File: src/rtl/mem_stage_nb.sv
// mem_stage_nb: non-blocking memory stage with an age-ordered queue of in-flight
// instructions, in-order data_ok matching, load extension and flush discard tracking.
module mem_stage_nb #(
    parameter  int DEPTH = 2,
    localparam int CNT_W = $clog2(DEPTH + 1)
) (
    input  logic                clk,
    input  logic                reset,
    input  logic                es_to_ms_valid,
    output logic                ms_allowin,
    input  logic [31:0]         es_pc,
    input  logic [31:0]         es_result,
    input  logic [4:0]          es_dest,
    input  logic                es_gr_we,
    input  logic                es_res_from_mem,
    input  logic [4:0]          es_load_op,
    input  logic                es_mem_req,
    input  logic                es_ex,
    input  logic [1:0]          es_vaddr_lo,
    input  logic                data_sram_data_ok,
    input  logic [31:0]         data_sram_rdata,
    input  logic                ms_flush_pipe,
    output logic                ms_to_ws_valid,
    input  logic                ws_allowin,
    output logic [31:0]         ms_pc,
    output logic [31:0]         ms_final_result,
    output logic [4:0]          ms_dest,
    output logic                ms_gr_we,
    output logic                ms_ex,
    output logic                ms_to_es_ex,
    output logic [DEPTH*39-1:0] ms_fwd_bus,
    output logic [CNT_W-1:0]    ms_count,
    output logic                ms_rsp_err
);
    localparam int PW = $clog2(DEPTH);

    logic [DEPTH-1:0] r_valid, r_done, r_gr_we, r_ex, r_res_mem;
    logic [31:0]      r_pc     [DEPTH];
    logic [31:0]      r_result [DEPTH];
    logic [4:0]       r_dest   [DEPTH];
    logic [4:0]       r_op     [DEPTH];
    logic [1:0]       r_vlo    [DEPTH];
    logic [PW-1:0]    r_head, r_tail;
    logic [CNT_W-1:0] r_count, r_disc;
    logic             r_rdy, r_rsp_err;

    logic             w_enq, w_deq, w_drop, w_cap, w_err, w_pfound, w_hv;
    logic [PW-1:0]    w_pidx;
    logic [CNT_W-1:0] w_pcnt;
    logic [31:0]      w_ext;

    function automatic logic [31:0] f_ext(input logic [31:0] d, input logic [4:0] op,
                                          input logic [1:0] lo);
        logic [7:0]  b;
        logic [15:0] h;
        b = lo[1] ? (lo[0] ? d[31:24] : d[23:16]) : (lo[0] ? d[15:8] : d[7:0]);
        h = lo[1] ? d[31:16] : d[15:0];
        return op[0] ? {{24{b[7]}}, b} :
               op[1] ? {{16{h[15]}}, h} :
               op[3] ? {24'b0, b} :
               op[4] ? {16'b0, h} : d;
    endfunction

    // Oldest pending entry in age order, plus how many entries are still pending.
    always_comb begin
        w_pfound = 1'b0;
        w_pidx   = '0;
        w_pcnt   = '0;
        for (int k = 0; k < DEPTH; k++) begin
            if (r_valid[r_head + PW'(k)] && !r_done[r_head + PW'(k)]) begin
                if (!w_pfound) begin
                    w_pfound = 1'b1;
                    w_pidx   = r_head + PW'(k);
                end
                w_pcnt = w_pcnt + CNT_W'(1);
            end
        end
    end

    assign w_hv            = r_count != '0;
    assign ms_allowin      = r_rdy && !ms_flush_pipe &&
                             (({1'b0, r_count} + {1'b0, r_disc}) < (CNT_W + 1)'(DEPTH));
    assign w_enq           = es_to_ms_valid && ms_allowin;
    assign ms_to_ws_valid  = w_hv && r_done[r_head] && !ms_flush_pipe;
    assign w_deq           = ms_to_ws_valid && ws_allowin;
    assign w_drop          = data_sram_data_ok && r_disc != '0;
    assign w_cap           = data_sram_data_ok && !w_drop && w_pfound;
    assign w_err           = data_sram_data_ok && !w_drop && !w_pfound;
    assign w_ext           = f_ext(data_sram_rdata, r_op[w_pidx], r_vlo[w_pidx]);

    assign ms_pc           = w_hv ? r_pc[r_head] : '0;
    assign ms_final_result = w_hv ? r_result[r_head] : '0;
    assign ms_dest         = w_hv ? r_dest[r_head] : '0;
    assign ms_gr_we        = w_hv && r_gr_we[r_head];
    assign ms_ex           = w_hv && r_ex[r_head];
    assign ms_to_es_ex     = !ms_flush_pipe && |(r_valid & r_ex);
    assign ms_count        = r_count;
    assign ms_rsp_err      = r_rsp_err;

    for (genvar i = 0; i < DEPTH; i++) begin : g_fwd
        logic [PW-1:0] w_s;
        assign w_s = r_head + PW'(i);
        assign ms_fwd_bus[i*39 +: 39] = {r_gr_we[w_s] & r_valid[w_s], r_done[w_s],
                                         r_dest[w_s], r_result[w_s]};
    end

    always_ff @(posedge clk or negedge reset) begin
        if (!reset) begin
            r_valid   <= '0;
            r_done    <= '0;
            r_gr_we   <= '0;
            r_ex      <= '0;
            r_res_mem <= '0;
            for (int k = 0; k < DEPTH; k++) begin
                r_pc[k]     <= '0;
                r_result[k] <= '0;
                r_dest[k]   <= '0;
                r_op[k]     <= '0;
                r_vlo[k]    <= '0;
            end
            r_head    <= '0;
            r_tail    <= '0;
            r_count   <= '0;
            r_disc    <= '0;
            r_rdy     <= 1'b0;
            r_rsp_err <= 1'b0;
        end else begin
            r_rdy <= 1'b1;
            if (w_err)
                r_rsp_err <= 1'b1;
            if (ms_flush_pipe) begin
                // Responses still owed to killed loads must be swallowed later.
                r_valid <= '0;
                r_head  <= '0;
                r_tail  <= '0;
                r_count <= '0;
                r_disc  <= r_disc - CNT_W'(w_drop) + w_pcnt - CNT_W'(w_cap);
            end else begin
                if (w_enq) begin
                    r_valid[r_tail]   <= 1'b1;
                    r_done[r_tail]    <= !es_mem_req || es_ex;
                    r_gr_we[r_tail]   <= es_gr_we;
                    r_ex[r_tail]      <= es_ex;
                    r_res_mem[r_tail] <= es_res_from_mem;
                    r_pc[r_tail]      <= es_pc;
                    r_result[r_tail]  <= es_result;
                    r_dest[r_tail]    <= es_dest;
                    r_op[r_tail]      <= es_load_op;
                    r_vlo[r_tail]     <= es_vaddr_lo;
                    r_tail            <= r_tail + PW'(1);
                end
                if (w_cap) begin
                    r_done[w_pidx] <= 1'b1;
                    if (r_res_mem[w_pidx])
                        r_result[w_pidx] <= w_ext;
                end
                if (w_deq) begin
                    r_valid[r_head] <= 1'b0;
                    r_head          <= r_head + PW'(1);
                end
                r_count <= r_count + CNT_W'(w_enq) - CNT_W'(w_deq);
                r_disc  <= r_disc - CNT_W'(w_drop);
            end
        end
    end
endmodule

File: config.mk
export PLATFORM = sky130hd
export DESIGN_NAME = mem_stage_nb
export DESIGN_NICKNAME = d
export VERILOG_FILES = /design/src/rtl/mem_stage_nb.sv
export SDC_FILE = /design/constraint.sdc
export NUM_CORES = 1
export LEC_CHECK = 0
export ABC_AREA = 1
export CAP_MARGIN = 10
export CORE_ASPECT_RATIO = 0.7
export CORE_MARGIN = 4
export CORE_UTILIZATION = 35
export DETAILED_ROUTE_END_ITERATION = 7
export PLACE_DENSITY = 0.58
export SETUP_SLACK_MARGIN = 0.15
export SLEW_MARGIN = 20
export SYNTH_ARGS = -nofsm -noshare
export SYNTH_HDL_FRONTEND = slang
export SYNTH_SLANG_ARGS = --single-unit
File: constraint.sdc
create_clock -name clk -period 2.9 [get_ports clk]
set_input_delay 0.29 -clock clk [delete_from_list [all_inputs] [get_ports clk]]
set_output_delay 0.29 -clock clk [all_outputs]
set_load 0.005 [all_outputs]
==> metrics.json <==
{
  "clock_tree": {
    "max-clock-path-buffers": 2,
    "h-tree-depth": 4,
    "clk-insertion-delay-late_ns": 0.45,
    "cts_tree": "yes",
    "cts-root-buf": "sky130_fd_sc_hd__clkbuf_16",
    "clock_sinks": 168,
    "path_clk_slew_ns": 0.07,
    "tritoncts.num_buffers": 17
  },
  "synthesis": {
    "yosys_most_used_dff": "sky130_fd_sc_hd__dfrtp_1",
    "syn_nets": 1742,
    "async_flop_share_pct": 100.0,
    "synth.most_common_cell": "sky130_fd_sc_hd__nand2_1",
    "synthCells": 1615,
    "library_cell_with_the_largest_summed_area_after_synthesis": "sky130_fd_sc_hd__dfrtp_1",
    "syn_area_per_cell_um2": 6.592,
    "synth_top_area_share_pct": 39.49,
    "yosys-top-cells-area": "sky130_fd_sc_hd__dfrtp_1 39%, sky130_fd_sc_hd__nand2_1 23%, sky130_fd_sc_hd__nand3_1 7.0%",
    "netlist-cell-type-count": 38,
    "postSynthRegisterBits": 168,
    "synth_seq_area_share_pct": 39.49,
    "synth-warning-count": 0,
    "synth-edff-count": 0,
    "synth_area_um2": 10650,
    "netlist_top_cells_count": "639 x sky130_fd_sc_hd__nand2_1, 168 x sky130_fd_sc_hd__dfrtp_1, 148 x sky130_fd_sc_hd__nand3_1, 146 x sky130_fd_sc_hd__o21ai_0, 136 x sky130_fd_sc_hd__inv_1"
  },
  "final_layout": {
    "fin_nets": 2014,
    "share_of_final_layout_standard_cells_stronger_than_drive_strength_1_pct": 10.63,
    "area_growth_syn_to_layout_pct": 44.92,
    "final_cells": 2314
  },
  "setup_path": {
    "r2r_end": "r_result[0]",
    "startpoint": "r_head",
    "worstPathRequired_ns": 3.26,
    "r2r_slack_ns": 0.09,
    "criticalPathCategory": "register to register",
    "worst_r2r_src": "r_head",
    "kind_of_end_point_of_the_critical_path": "register",
    "critical_path.startpoint_type": "register",
    "ff2ff_path_depth": 16,
    "worst-endpoint-arrival_ns": 3.17,
    "timing.critical_path.fanout_max": 7
  },
  "outcome": {
    "run_status": "complete, no violations"
  },
  "sta": {
    "finalSetupViolCount": 0,
    "timing.clock.skew_ns": 0.01245,
    "grt_setup_unrepaired": "yes",
    "timing_max_transition_violations_final": 0,
    "final.period_utilization_pct": 96.75,
    "fmaxAchievable_mhz": 356.4,
    "hold_viol_final": 0,
    "transition_time_of_the_tightest_slew_check_pin_ns": 0.9365,
    "final.min_clock_period_ns": 2.806,
    "slew-limit-headroom_pct": 37.57
  },
  "floorplanning": {
    "start_util_pct": 35.52,
    "number_of_placed_i_o_pins": 273,
    "die_area_um2": 33320,
    "design.core.area_um2": 29970,
    "die_height_um": 153.9,
    "dieWidth_um": 216.5,
    "rows": 53
  },
  "placement": {
    "routabilityCongestion": 0.9164,
    "place.detailed.hpwl_mm": 29.67,
    "io_buffer_count": 271,
    "place.detailed.instances": 2260
  },
  "min_path": {
    "hold_start": "ms_flush_pipe",
    "worst_hold_path.num_cells": 4,
    "min-delay-path-class": "input pin to register",
    "holdPathEnd": "r_head"
  },
  "pwr": {
    "power_density_nw_per_um2": 818.4,
    "power.static_leakage_nw": 7.142,
    "worst_ir_drop_vdd_mv": 0.4598,
    "report.power.total_w": 0.01263
  },
  "global_route": {
    "grt_usage_pct": 24.40,
    "grt_pass1_wl_mm": 64.12,
    "grt_antenna_before_repair": 4,
    "first_global_vias": 11030,
    "pin_count_of_the_biggest_net_entering_global_routing": 81,
    "global_route.overflow_total": 0
  },
  "route": {
    "route.vias.total": 11820,
    "drt_wl_total_mm": 42.73,
    "detail_route.iter0.violations": 1018,
    "ratio_of_routed_vias_to_standard_cells": 5.108,
    "detail_route.first_pass.iterations": 6,
    "post_drt_wl_per_cell_um": 18.47,
    "drtAntennaViolNets": 0,
    "post-route-drc-count": 0
  },
  "flow_run": {
    "cap_viol_max_count": 0
  }
}
critical path, stage by stage (launching register included):
cell and delay, ns:
sky130_fd_sc_hd__dfrtp_4 0.51, sky130_fd_sc_hd__o21ai_2 0.17, sky130_fd_sc_hd__inv_2 0.07, sky130_fd_sc_hd__nor2_4 0.13
sky130_fd_sc_hd__buf_4 0.12, sky130_fd_sc_hd__buf_4 0.09, sky130_fd_sc_hd__inv_1 0.05, sky130_fd_sc_hd__ha_4 0.17
sky130_fd_sc_hd__nor4_4 0.15, sky130_fd_sc_hd__buf_4 0.20, sky130_fd_sc_hd__clkinvlp_4 0.15, sky130_fd_sc_hd__nor2_4 0.20
sky130_fd_sc_hd__clkinv_4 0.18, sky130_fd_sc_hd__clkbuf_16 0.20, sky130_fd_sc_hd__o211ai_1 0.09, sky130_fd_sc_hd__nand3_1 0.11
sky130_fd_sc_hd__o21ai_1 0.12
worst max path at each step:
stage / endpoint / slack (ns) / cells past startpoint
final: r_result[0] / 0.09 / 16
after global routing: r_result[26] / -0.04 / 16
after CTS: r_result[33] / 0.15 / 12
after detailed placement: r_result[11] / -0.07 / 14
after global placement: r_result[10] / 0.02 / 14
after floorplan: r_result[10] / 0.24 / 18
kinds of logic after synthesis:
| logic type | count (synthesis) | share of synthesized area [%] |
|---|---|---|
| xor+xnor | 5 | 0.4114 |
| flops | 168 | 39.49 |
| fa+ha+maj | 9 | 1.128 |
| other cells | 1 | 0.03522 |
| simple gates | 847 | 32.93 |
| compound gates | 338 | 16.88 |
| buf+inv | 247 | 9.131 |
area by class of cell:
cell class | instances | area [um2]
fillers | 2998 | 14550
multi-input cells | 1200 | 5769
clock buffers | 17 | 425.4
flip-flops and latches | 168 | 4208
inverters | 143 | 559.3
clock inverters | 15 | 202.7
repair buffers | 357 | 3744
diodes | 2 | 5.005
well taps | 412 | 515.5
sequential cells by signal, indices dropped and copies added (netlist names), 4 cells and up:
name      count
r_dest       10
r_vlo         4
r_pc         64
r_result     64
r_op          8
layout by cell type, fill, tap and decap left out, drive strengths merged, types with 8 or more instances in the layout:
master	instances
inv	149
nand2	652
o211ai	23
nor2	33
nand3	150
ha	8
buf	81
a31oi	17
a21oi	94
o21ai	198
clkdlybuf4s50	269
dfrtp	168
clkbuf	23
stage by stage:
step	area, um2	util, %	hold WS (ns)	setup WS, ns	setup TNS, ns
after global placement	14130	47.16	0.2962	0.01754	0
after global routing	15430	51.47	0.2767	-0.04427	-0.2597
final	15430	51.47	0.2570	0.09434	0
after floorplan	10650	-	-0.005591	0.2404	0
after detailed placement	14130	47.16	0.2936	-0.06916	-0.2527
after CTS	14820	49.44	0.2421	0.1463	0
layer usage:
layer	share of wire, %	track usage [%]	wire (um)
met5	0.080	0	34
met4	1.3	5.239	558
met3	8.4	6.381	3570
met2	41	34.11	17620
met1	49	37.56	20950
report_power, final:
part	switching, W	total, W	leakage (nW)	internal, W
clock network	0.00111	0.00251	0.312	0.00140
logic	0.00343	0.00618	4.67	0.00275
registers	0.000679	0.00394	2.16	0.00326
total	0.00522	0.0126	7.14	0.00741
what timing repair did:
action	CTS	global route
hold buffers	1	0
pin swaps	1	12
buffers inserted	1	10
gates resized for setup	13	78
setup endpoints to repair	123	168
endpoints found under the hold margin	49	0
cloned	0	8
No activity file was read; power rests on OpenSTA's default activity.
